===== src/rtl/reg_readout_if.sv =====
// Bundle of the readout engine's request, register-bank and streaming handshake signals.
// master = the readout engine, slave = the consumer/requester side.
interface reg_readout_if #(
    parameter int REGISTER_WIDTH = 4,
    parameter int NUM_REGS       = 4,
    parameter int IDX_W          = $clog2(NUM_REGS)
) ();
    logic                               start_i;
    logic [NUM_REGS*REGISTER_WIDTH-1:0] regs_i;
    logic [REGISTER_WIDTH-1:0]          data_o;
    logic [IDX_W-1:0]                   index_o;
    logic                               valid_o;
    logic                               ready_i;
    logic                               busy_o;
    logic                               done_o;

    modport master (
        input  start_i, regs_i, ready_i,
        output data_o, index_o, valid_o, busy_o, done_o
    );

    modport slave (
        output start_i, regs_i, ready_i,
        input  data_o, index_o, valid_o, busy_o, done_o
    );
endinterface


===== src/rtl/reg_readout.sv =====
// Debug readout engine: snapshots the CPU register bank on start and streams
// the captured words out in ascending index order over valid/ready.
module reg_readout #(
    parameter int REGISTER_WIDTH = 4,
    parameter int NUM_REGS       = 4,
    parameter int IDX_W          = $clog2(NUM_REGS)
) (
    input  logic          clk_i,
    input  logic          reset_i,
    reg_readout_if.master bus
);
    localparam logic [1:0]       S_IDLE   = 2'd0;
    localparam logic [1:0]       S_SEND   = 2'd1;
    localparam logic [1:0]       S_DONE   = 2'd2;
    localparam logic [IDX_W-1:0] LAST_IDX = IDX_W'(NUM_REGS - 1);

    logic [1:0]                                r_state;
    logic [IDX_W-1:0]                          r_idx;
    logic [NUM_REGS-1:0][REGISTER_WIDTH-1:0]   r_snap;
    logic                                      w_send;
    logic                                      w_xfer;
    logic                                      w_last;

    assign w_send = (r_state == S_SEND);
    assign w_xfer = w_send && bus.ready_i;
    assign w_last = (r_idx == LAST_IDX);

    // The snapshot is only written on an accepted start, so regs_i changes
    // during a stream never leak into the streamed words.
    always_ff @(posedge clk_i or posedge reset_i) begin
        if (reset_i) begin
            r_state <= S_IDLE;
            r_idx   <= '0;
            r_snap  <= '0;
        end else begin
            case (r_state)
                S_IDLE: begin
                    if (bus.start_i) begin
                        r_snap  <= bus.regs_i;
                        r_idx   <= '0;
                        r_state <= S_SEND;
                    end
                end
                S_SEND: begin
                    if (w_xfer) begin
                        if (w_last) begin
                            r_idx   <= '0;
                            r_state <= S_DONE;
                        end else begin
                            r_idx <= r_idx + 1'b1;
                        end
                    end
                end
                S_DONE:  r_state <= S_IDLE;
                default: r_state <= S_IDLE;
            endcase
        end
    end

    // Outputs decode straight from state so an async reset clears them at once.
    assign bus.valid_o = w_send;
    assign bus.busy_o  = w_send || (r_state == S_DONE);
    assign bus.done_o  = (r_state == S_DONE);
    assign bus.index_o = r_idx;
    assign bus.data_o  = w_send ? r_snap[r_idx] : '0;
endmodule


===== src/flat_wrapper.sv =====
// flat-port wrapper written by rule: the top's interface ports become plain ports
module reg_readout_flat 
#(
    parameter int REGISTER_WIDTH = 4,
    parameter int NUM_REGS       = 4,
    parameter int IDX_W          = $clog2(NUM_REGS)
)
  (clk_i, reset_i, bus_start_i, bus_regs_i, bus_ready_i, bus_data_o, bus_index_o, bus_valid_o, bus_busy_o, bus_done_o);
  reg_readout_if #(.REGISTER_WIDTH(REGISTER_WIDTH), .NUM_REGS(NUM_REGS), .IDX_W(IDX_W)) bus_i ();
  input  logic clk_i;
  input  logic reset_i;
  input wire logic [$bits(bus_i.start_i)-1:0] bus_start_i;
  input wire logic [$bits(bus_i.regs_i)-1:0] bus_regs_i;
  input wire logic [$bits(bus_i.ready_i)-1:0] bus_ready_i;
  output wire logic [$bits(bus_i.data_o)-1:0] bus_data_o;
  output wire logic [$bits(bus_i.index_o)-1:0] bus_index_o;
  output wire logic [$bits(bus_i.valid_o)-1:0] bus_valid_o;
  output wire logic [$bits(bus_i.busy_o)-1:0] bus_busy_o;
  output wire logic [$bits(bus_i.done_o)-1:0] bus_done_o;
  assign bus_i.start_i = bus_start_i;
  assign bus_i.regs_i = bus_regs_i;
  assign bus_i.ready_i = bus_ready_i;
  assign bus_data_o = bus_i.data_o;
  assign bus_index_o = bus_i.index_o;
  assign bus_valid_o = bus_i.valid_o;
  assign bus_busy_o = bus_i.busy_o;
  assign bus_done_o = bus_i.done_o;
  reg_readout #(.REGISTER_WIDTH(REGISTER_WIDTH), .NUM_REGS(NUM_REGS), .IDX_W(IDX_W)) u_core (.clk_i(clk_i), .reset_i(reset_i), .bus(bus_i));
endmodule

===== config.mk =====
export PLATFORM = sky130hd
export DESIGN_NAME = reg_readout_flat
export DESIGN_NICKNAME = d
export VERILOG_FILES = /design/src/rtl/reg_readout_if.sv /design/src/rtl/reg_readout.sv /design/src/flat_wrapper.sv
export SDC_FILE = /design/constraint.sdc
export NUM_CORES = 1
export LEC_CHECK = 0
export BUFFER_PORTS_ARGS = -buffer_cell sky130_fd_sc_hd__buf_4
export CORE_ASPECT_RATIO = 0.7
export CORE_UTILIZATION = 50
export DETAILED_ROUTE_END_ITERATION = 6
export PLACE_DENSITY_LB_ADDON = 0.05
export SYNTH_ARGS = -nofsm -noshare
export SYNTH_HDL_FRONTEND = slang
export SYNTH_SLANG_ARGS = --single-unit

===== constraint.sdc =====
create_clock -name clk_i -period 1.65 [get_ports clk_i]
set_input_delay 0.165 -clock clk_i [delete_from_list [all_inputs] [get_ports clk_i]]
set_output_delay 0.165 -clock clk_i [all_outputs]
set_load 0.02 [all_outputs]

==> results of run 1 <==
## worst min path at each step
stage | from | endpoint | slack, ns | cells past startpoint
after floorplan | reset_i | u_core.bus.index_o[0] | 0.13 | 1
after global placement | reset_i | u_core.r_snap[7] | 0.21 | 3
after detailed placement | reset_i | u_core.r_state[0] | 0.21 | 3
after CTS | bus_regs_i[6] | u_core.r_snap[6] | 0.08 | 2
after global routing | bus_regs_i[13] | u_core.r_snap[13] | 0.07 | 2
final | bus_regs_i[6] | u_core.r_snap[6] | 0.09 | 2
## worst max-delay path, stage by stage (launching register included)
cell and delay (ns):
dfrtp_2 0.48, mux4_2 0.52, and2_4 0.17, buf_6 0.12
## power groups by stage
stage	Sequential, mW	Clock [mW]	Combinational (mW)
global placement	0.901	0	1.14
finish	0.894	0.224	1.34
floorplan	0.855	0	0.911
detailed placement	0.914	0	1.18
CTS	0.899	0.234	1.33
global route	0.930	0.253	1.44
## routing by layer
layer / share of wire / global-route usage / vias up
li1: - / - / 322
met1: 0.44 / 0.221 / 340
met2: 0.49 / 0.334 / 16
met3: 0.050 / 0.0693 / 5
met4: 0.016 / 0.0938 / 0
met5: 0 / 0 / -
## what timing repair did
action / CTS / global route
hold endpoints to repair: 20 / 0
gates resized for setup: 9 / 3
setup endpoints to repair: 4 / 21
setup buffers: 1 / 0
hold buffers: 1 / 0
## final cells by class
cell class / instances / area (µm²) / area share
flip-flops and latches: 20 / 502 / 0.386
multi-input cells: 46 / 484 / 0.372
repair buffers: 31 / 250 / 0.192
well taps: 22 / 27.5 / 0.0212
clock buffers: 3 / 22.5 / 0.0173
inverters: 4 / 15.0 / 0.0115
## kinds of logic (layout without fill, tap and decap cells)
kind of cell               after synthesis  count (layout)  synth area share
AOI/OAI and AO/OA                        6               6            0.0386
adders and majority gates                5               5            0.0622
buffers and inverters                    7              38            0.0410
DFF                                     20              20             0.498
muxes                                   22              22             0.290
and+or+nand+nor                         13              13            0.0709
## cells in the final DEF, fill, tap and decap left out, types with 2 or more instances in the layout
cell,n
and2_4,4
buf_4,26
nand2_1,3
clkbuf_4,3
a21oi_1,2
ha_1,4
inv_1,4
mux4_2,4
dfrtp_1,19
buf_6,4
mux2_2,17
## state kept, by name, summed over array words and instances (netlist names)
register,count
u_core.r_snap,16
u_core.bus.index_o,2
u_core.r_state,2
## synthesized netlist by cell type
cell      count
a21oi_1       2
a22o_1        1
a32oi_1       1
and2_1        4
buf_6         2
clkbuf_1      1
dfrtp_1      20
ha_1          5
inv_1         4
mux2_2       17
mux2i_1       1
mux4_2        4
nand2_1       3
nand2_2       1
nand2b_1      1
nand3_1       1
nor2_1        1
nor2b_1       1
nor3b_1       1
o21ai_0       1
o22ai_1       1
## metrics by stage
stage	hold slack (ns)	util	area, µm²
after global routing	0.0684	0.696	1300
final	0.0884	0.696	1300
after detailed placement	0.212	0.655	1220
after global placement	0.211	0.655	1220
after CTS	0.0800	0.690	1290
after floorplan	0.129	-	1010
==> summary.txt, run 1 <==
Timing
  • RSZ-0062 raised after global routing: true
  • Min Tclk post-route: 1.76 ns
  • Final hold vios: 0
  • Worst-Margin Slew: 0.301 ns
  • Clk_skew: 0.00587 ns
  • Post-route setup slack: -0.105 ns
  • Count of final setup violators: 4
  • Fmax: 570 MHz
  • Relative slew slack: 0.799
  • Period utilisation layout: 1.06
  • Final TNS setup: -0.403 ns
  • Final Slew Violations: 0

Critical path
  • Crit path DAT: 1.59 ns
  • Crit-path max FO: 6
  • CP Class: flip-flop to output pin
  • Worst reg2reg endpoint: u_core.r_state[0]
  • Critical Path End: bus_data_o[1]
  • WP data required: 1.48 ns
  • Critical Path Sink Type: output pin
  • FF-to-FF setup slack: 0.13 ns
  • Reg2Reg Depth: 5
  • Worst r2r src: u_core.r_state[0]
  • Critical path launch point type: flip-flop
  • Crit path launch: u_core.bus.index_o[0]

CTS
  • TritonCTS clock tree: yes
  • Num CTS Buffers: 3
  • Clock Tree Buf Depth: 2
  • Clock slew seen by the registers of the worst setup and hold paths: 0.10 ns
  • Skew-Pair Late Insertion Delay: 0.30 ns
  • # clock sinks: 20
  • H-tree depth: 1
  • CTS Root Cell: clkbuf_4

Global route
  • Vias in the first global route: 646
  • Initial antenna violation count: 0
  • GRT Overall Usage: 0.193
  • GRT overflow: 0
  • Largest net degree at the start of global routing: 21
  • First-pass GRT wire length: 2940 µm

Logic synthesis
  • Post-Synthesis Cells: 73
  • Yosys top cell by area: dfrtp_1
  • Sequential area share after synthesis: 0.498
  • Syn_nets: 98
  • Count of cell types in the netlist: 21
  • Syn_area_per_cell: 13.8 µm²
  • Synth warnings: 0
  • Mapped Area: 1010 µm²
  • Main area contributors after synthesis: dfrtp_1, mux2_2, mux4_2
  • Synthesized flop and latch total: 20
  • Area share of the largest cell type after synthesis: 0.498

Die
  • Core area: 1870 µm²
  • DIE AREA: 2200 µm²
  • Initial Util: 0.538
  • Die Y: 39.5 µm
  • Die Width: 55.6 µm
  • Ports: 29
  • # rows: 13

Job
  • Max Cap Viol: 0

Cells and area
  • Post-synthesis to final-layout area growth: 29.4%
  • Layout cell share with drive strength beyond 1: 0.596
  • Layout Nets: 131
  • Non-filler cells, final: 126
  • Fillers: 150
  • Antenna diodes: 0

Route
  • Via Count: 683
  • WL/cell: 14.0 µm
  • DRT antenna net count: 0
  • Drt initial violations: 12
  • Router iterations before antenna repair: 4
  • Via density: 5.42
  • DRT Wirelength: 1770 µm
  • Residual DRC: 0

Power and ir drop
  • Switch share: 0.348
  • Final total power: 2.46 mW
  • Logic pwr share: 0.546
  • Internal power: 1.61 mW
  • P_leak: 0.606 nW
  • Power Density: 1890 nW/µm²
  • Power share of the clock group: 0.091
  • Sequential power share: 0.363
  • Reported net switching power: 856 µW
  • Maximum vdd drop: 0.00111 V

Placed design
  • Cells after DPL: 121
  • IO Port Bufs: 28
  • Final GP Congestion: 0.716
  • Hpwl dp: 1280 µm
  • Placement Setup Slack: 0.0463 ns

Worst hold path
  • HP Class: input port to flip-flop

Status
  • Failing checks: negative setup slack
  • Status: complete, but fails checks
Power figures use the tool's default switching activity.
==> inputs of run 2 (changes only) <==
PLACE_DENSITY = 0.77   (was unset)
PLACE_DENSITY_LB_ADDON = unset   (was 0.05)
==> summary.txt, run 2 (same netlist as run 1, synthesis figures left out) <==
Status
  • Status: complete, but fails checks
  • Failing checks: negative setup slack

Route
  • WL/cell: 14.5 µm (+3.2%)
  • Residual DRC: 0 (unchanged)
  • DRT antenna net count: 0 (unchanged)
  • Via density: 5.32 (-1.9%)
  • Drt initial violations: 18 (+6)
  • Via Count: 681 (-0.29%)
  • Router iterations before antenna repair: 4 (unchanged)
  • DRT Wirelength: 1850 µm (+4.9%)

Timing
  • RSZ-0062 raised after global routing: true
  • Final hold vios: 0 (unchanged)
  • Period utilisation layout: 1.07 (+0.00339)
  • Post-route setup slack: -0.111 ns (-0.00559 ns)
  • Relative slew slack: 0.793 (-0.00596)
  • Clk_skew: 0.00815 ns (+0.00229 ns)
  • Count of final setup violators: 4 (unchanged)
  • Worst-Margin Slew: 0.310 ns (+0.00893 ns)
  • Min Tclk post-route: 1.76 ns (+0.00559 ns)
  • Final hold slack: 0.0866 ns (-0.00184 ns)
  • Final Slew Violations: 0 (unchanged)
  • Fmax: 568 MHz (-0.32%)

Critical path
  • Critical Path Sink Type: output pin
  • Crit path DAT: 1.60 ns (about the same)
  • Crit-path slowest cell: mux4_2
  • CP Class: flip-flop to output pin
  • WP buf/inv: 1 (unchanged)
  • Crit-path max FO: 6 (unchanged)
  • Crit path cell chain: mux4_2, and2_4, buf_6
  • Critical path launch point type: flip-flop
  • CP peak stage delay: 0.52 ns (about the same)
  • WP data required: 1.48 ns (about the same)
  • Top Family by Delay on Critical Path: multiplexers

Cells and area
  • Post-route cell area: 1320 µm² (+1.2%)
  • Most frequent cells in the layout: buf_4, dfrtp_1, mux2_2
  • Most common cell after layout, fill and taps aside: buf_4
  • Layout Nets: 133 (+1.5%)
  • FF+latch area: 502 µm² (unchanged)
  • Antenna diodes: 0 (unchanged)
  • Layout cell share with drive strength beyond 1: 0.604 (+0.00762)
  • Biggest register: u_core.r_snap
  • Max reg flops: 16 (unchanged)
  • Core Util, Final: 0.704 (+0.00803)
  • Fillers: 139 (-7.3%)
  • Multi-input logic area: 484 µm² (unchanged)
  • Post-synthesis to final-layout area growth: 30.8%

Power and ir drop
  • Internal power: 1.63 mW (+1.8%)
  • Sequential power share: 0.358 (-0.005)
  • Power share of the clock group: 0.091 (about the same)
  • Switch share: 0.349 (+0.00145)
  • Reported net switching power: 877 µW (+2.5%)
  • P_leak: 0.614 nW (+1.3%)
  • Power Density: 1910 nW/µm² (+0.88%)
  • Logic pwr share: 0.551 (+0.005)
  • Maximum vdd drop: 0.00112 V (+1.5%)

CTS
  • Skew-Pair Late Insertion Delay: 0.30 ns (about the same)
  • Num CTS Buffers: 3 (unchanged)
  • H-tree depth: 1 (unchanged)
  • Clock slew seen by the registers of the worst setup and hold paths: 0.11 ns (about the same)
  • # clock sinks: 20 (unchanged)
  • Clock Tree Buf Depth: 2 (unchanged)
  • TritonCTS clock tree: yes
  • CTS Root Cell: clkbuf_4

Global route
  • Vias in the first global route: 658 (+1.9%)
  • First-pass GRT wire length: 3070 µm (+4.5%)
  • Largest net degree at the start of global routing: 21 (unchanged)
  • GRT Overall Usage: 0.198 (+0.00494)
  • Initial antenna violation count: 0 (unchanged)
  • GRT overflow: 0 (unchanged)

Die
  • Core area: 1870 µm² (unchanged)
  • # rows: 13 (unchanged)
  • Initial Util: 0.538 (unchanged)
  • Die Y: 39.5 µm (unchanged)
  • Die Width: 55.6 µm (unchanged)
  • Ports: 29 (unchanged)
  • DIE AREA: 2200 µm² (unchanged)

Placed design
  • Placed Area: 1230 µm² (+0.61%)
  • Final GP Congestion: 0.832 (+16%)
  • Hpwl dp: 1350 µm (+5.0%)
  • IO Port Bufs: 28 (unchanged)

Worst hold path
  • HP Class: input port to flip-flop

Job
  • Max Cap Viol: 0 (unchanged)
run 2: changes by cell type in the layout (fill, tap and decap cells not counted), sizes merged:
cell / delta
buf: +2
run 2: final timing paths:
| kind | cells past startpoint | slack, ns | endpoint | from |
|---|---|---|---|---|
| worst max-delay path | 3 | -0.11 | bus_data_o[2] | u_core.bus.index_o[0] |
| worst min-delay path | 2 | 0.09 | u_core.r_snap[14] | bus_regs_i[14] |
| worst max register to register | 5 | 0.11 | u_core.r_state[0] | u_core.r_state[1] |
| worst min register to register | 1 | 0.51 | u_core.r_snap[5] | u_core.r_snap[5] |
| max in group asynchronous | 4 | 1.00 | u_core.bus.index_o[0] | reset_i |
| min in group asynchronous | 4 | 0.44 | u_core.bus.index_o[0] | reset_i |
run 2: layer usage:
metal | GRT usage | wire length [µm]
met5 | 0 | 0
met2 | 0.325 | 879
met3 | 0.0759 | 116
met4 | 0.0813 | 16
met1 | 0.241 | 841
run 2: layout make-up:
cell class                 instances  area share
multi-input combinational         46       0.368
inverter                           4      0.0114
sequential                        20       0.381
tap                               22      0.0209
clock buffer                       3      0.0171
timing repair buffer              33       0.202
run 2: timing repair:
action                     CTS  global route
hold endpoints to repair    20             0
setup endpoints to repair    4            14
gates resized for setup     10             2
hold buffers                 1             0
buffers inserted             2             0
run 2: power groups by stage:
stage | Clock [mW] | Sequential (mW) | Combinational (mW)
3_5_place_dp | 0 | 0.913 | 1.21
3_3_place_gp | 0 | 0.896 | 1.17
5_1_grt | 0.257 | 0.931 | 1.49
6_report | 0.228 | 0.900 | 1.38
2_1_floorplan | 0 | 0.855 | 0.911
4_1_cts | 0.239 | 0.899 | 1.38
run 2: stage by stage:
step / setup slack, ns / total power [mW] / instances / setup TNS, ns
final: -0.111 / 2.51 / 128 / -0.420
after global routing: -0.170 / 2.68 / 128 / -0.659
after CTS: -0.121 / 2.51 / 128 / -0.477
after detailed placement: 0.0798 / 2.12 / 122 / 0
after global placement: 0.0890 / 2.06 / 122 / 0
after floorplan: 0.148 / 1.77 / 73 / 0
==> inputs of run 3 (changes only) <==
CORE_MARGIN = 1.5   (was unset)
==> summary.txt, run 3 (same netlist as run 1, synthesis figures left out) <==
Route
  • WL/cell: 14.0 µm (-3.5%)
  • Router iterations before antenna repair: 4 (unchanged)
  • DRT antenna net count: 0 (unchanged)
  • Via Count: 674 (-1.0%)
  • Drt initial violations: 11 (-7)
  • Residual DRC: 0 (unchanged)
  • Via density: 5.31 (-0.25%)
  • DRT Wirelength: 1770 µm (-4.3%)

Global route
  • First-pass GRT wire length: 2930 µm (-4.5%)
  • GRT Overall Usage: 0.180 (-0.0180)
  • GRT overflow: 0 (unchanged)
  • Largest net degree at the start of global routing: 21 (unchanged)
  • Initial antenna violation count: 0 (unchanged)
  • Vias in the first global route: 625 (-5.0%)

Cells and area
  • Layout Nets: 132 (-0.75%)
  • Max reg flops: 16 (unchanged)
  • Non-filler cells, final: 127 (-0.78%)
  • Layout cell share with drive strength beyond 1: 0.600 (-0.00377)
  • Most frequent cells in the layout: buf_4, dfrtp_1, mux2_2
  • Biggest register: u_core.r_snap
  • Post-synthesis to final-layout area growth: 30.1%
  • Fillers: 141 (+1.4%)
  • Most common cell after layout, fill and taps aside: buf_4
  • Core Util, Final: 0.700 (-0.00401)
  • Antenna diodes: 0 (unchanged)

Timing
  • Relative slew slack: 0.775 (-0.0179)
  • RSZ-0062 raised after global routing: true
  • Fmax: 571 MHz (+0.52%)
  • Worst-Margin Slew: 0.337 ns (+0.0269 ns)
  • Clk_skew: 0.00843 ns (+0.000276 ns)
  • Period utilisation layout: 1.06 (-0.00552)
  • Count of final setup violators: 4 (unchanged)
  • Final Slew Violations: 0 (unchanged)
  • Min Tclk post-route: 1.75 ns (-0.00912 ns)
  • Final hold vios: 0 (unchanged)
  • Post-route setup slack: -0.102 ns (+0.00912 ns)

Critical path
  • Top Family by Delay on Critical Path: multiplexers
  • CP peak stage delay: 0.52 ns (about the same)
  • Critical Path Sink Type: output pin
  • Crit path DAT: 1.59 ns (about the same)
  • Crit-path max FO: 5 (-1)
  • Critical path launch point type: flip-flop
  • Crit path cell chain: mux4_2, and2_4, buf_6
  • WP data required: 1.48 ns (about the same)
  • CP Class: flip-flop to output pin
  • WP buf/inv: 1 (unchanged)
  • Crit-path slowest cell: mux4_2

CTS
  • Clock Tree Buf Depth: 2 (unchanged)
  • Clock slew seen by the registers of the worst setup and hold paths: 0.11 ns (about the same)
  • H-tree depth: 1 (unchanged)
  • Num CTS Buffers: 3 (unchanged)
  • # clock sinks: 20 (unchanged)
  • TritonCTS clock tree: yes
  • CTS Root Cell: clkbuf_4
  • Skew-Pair Late Insertion Delay: 0.30 ns (about the same)

Die
  • Core area: 1870 µm² (unchanged)
  • Die Y: 40.5 µm (+2.5%)
  • Ports: 29 (unchanged)
  • Initial Util: 0.538 (unchanged)
  • # rows: 13 (unchanged)
  • DIE AREA: 2290 µm² (+4.4%)
  • Die Width: 56.6 µm (+1.8%)

Status
  • Failing checks: negative setup slack
  • Status: complete, but fails checks

Power and ir drop
  • Power Density: 1890 nW/µm² (-0.76%)
  • P_leak: 0.609 nW (-0.82%)
  • Maximum vdd drop: 0.00109 V (-3.4%)
  • Final total power: 2.48 mW (-1.3%)

Worst hold path
  • HP Class: input port to flip-flop

Placed design
  • IO Port Bufs: 28 (unchanged)
  • Cells after DPL: 122 (unchanged)
  • Hpwl dp: 1270 µm (-5.6%)
  • Final GP Congestion: 0.811 (-2.5%)

Job
  • Max Cap Viol: 0 (unchanged)
[run 3: cell types whose count changed in the layout (fill, tap and decap cells not counted)]
cell and change:
buf_4 -1
[run 3: final cells by class]
class                      count  area, µm²  area share
clock buffer                   3       22.5      0.0172
inverter                       4       15.0      0.0115
multi-input combinational     46        484       0.370
sequential                    20        502       0.383
tap                           22       27.5      0.0210
timing repair buffer          32        258       0.197
[run 3: power breakdown]
part	switching (mW)	internal (mW)	total [mW]
registers	0.159	0.731	0.890
logic	0.559	0.804	1.36
clock network	0.141	0.0850	0.226
[run 3: worst paths after layout]
kind                                       startpoint  cells after the start  slack, ns                     to
worst max register to register  u_core.bus.index_o[1]                      4       0.12      u_core.r_state[0]
worst max-delay path            u_core.bus.index_o[0]                      3      -0.10          bus_data_o[2]
worst min register to register      u_core.r_snap[10]                      1       0.51      u_core.r_snap[10]
worst min-delay path                    bus_regs_i[6]                      2       0.09       u_core.r_snap[6]
min in group asynchronous                     reset_i                      4       0.45  u_core.bus.index_o[0]
max in group asynchronous                     reset_i                      4       0.98  u_core.bus.index_o[0]
[run 3: timing repair]
| item | 4_1_cts | 5_1_grt |
|---|---|---|
| cloned | 0 | 0 |
| setup buffers | 1 | 0 |
| hold buffers | 1 | 0 |
| gates resized for setup | 10 | 2 |
| endpoints found under the hold margin | 20 | 0 |
| setup endpoints to repair | 4 | 20 |
[run 3: routing by layer]
metal	vias up	wire length [µm]	global-route usage
met5	-	0	0
met1	326	819	0.237
met3	2	111	0.0710
met4	0	13	0.0357
met2	20	830	0.288
li1	326	-	-
[run 3: through the flow]
step / worst slack [ns] / area [µm²] / hold WS, ns / TNS, ns
after floorplan: 0.148 / 1010 / 0.129 / 0
after global routing: -0.157 / 1310 / 0.0747 / -0.605
after detailed placement: 0.0601 / 1230 / 0.220 / 0
after CTS: -0.0974 / 1300 / 0.0859 / -0.383
after global placement: 0.0812 / 1230 / 0.211 / 0
final: -0.102 / 1310 / 0.0901 / -0.345
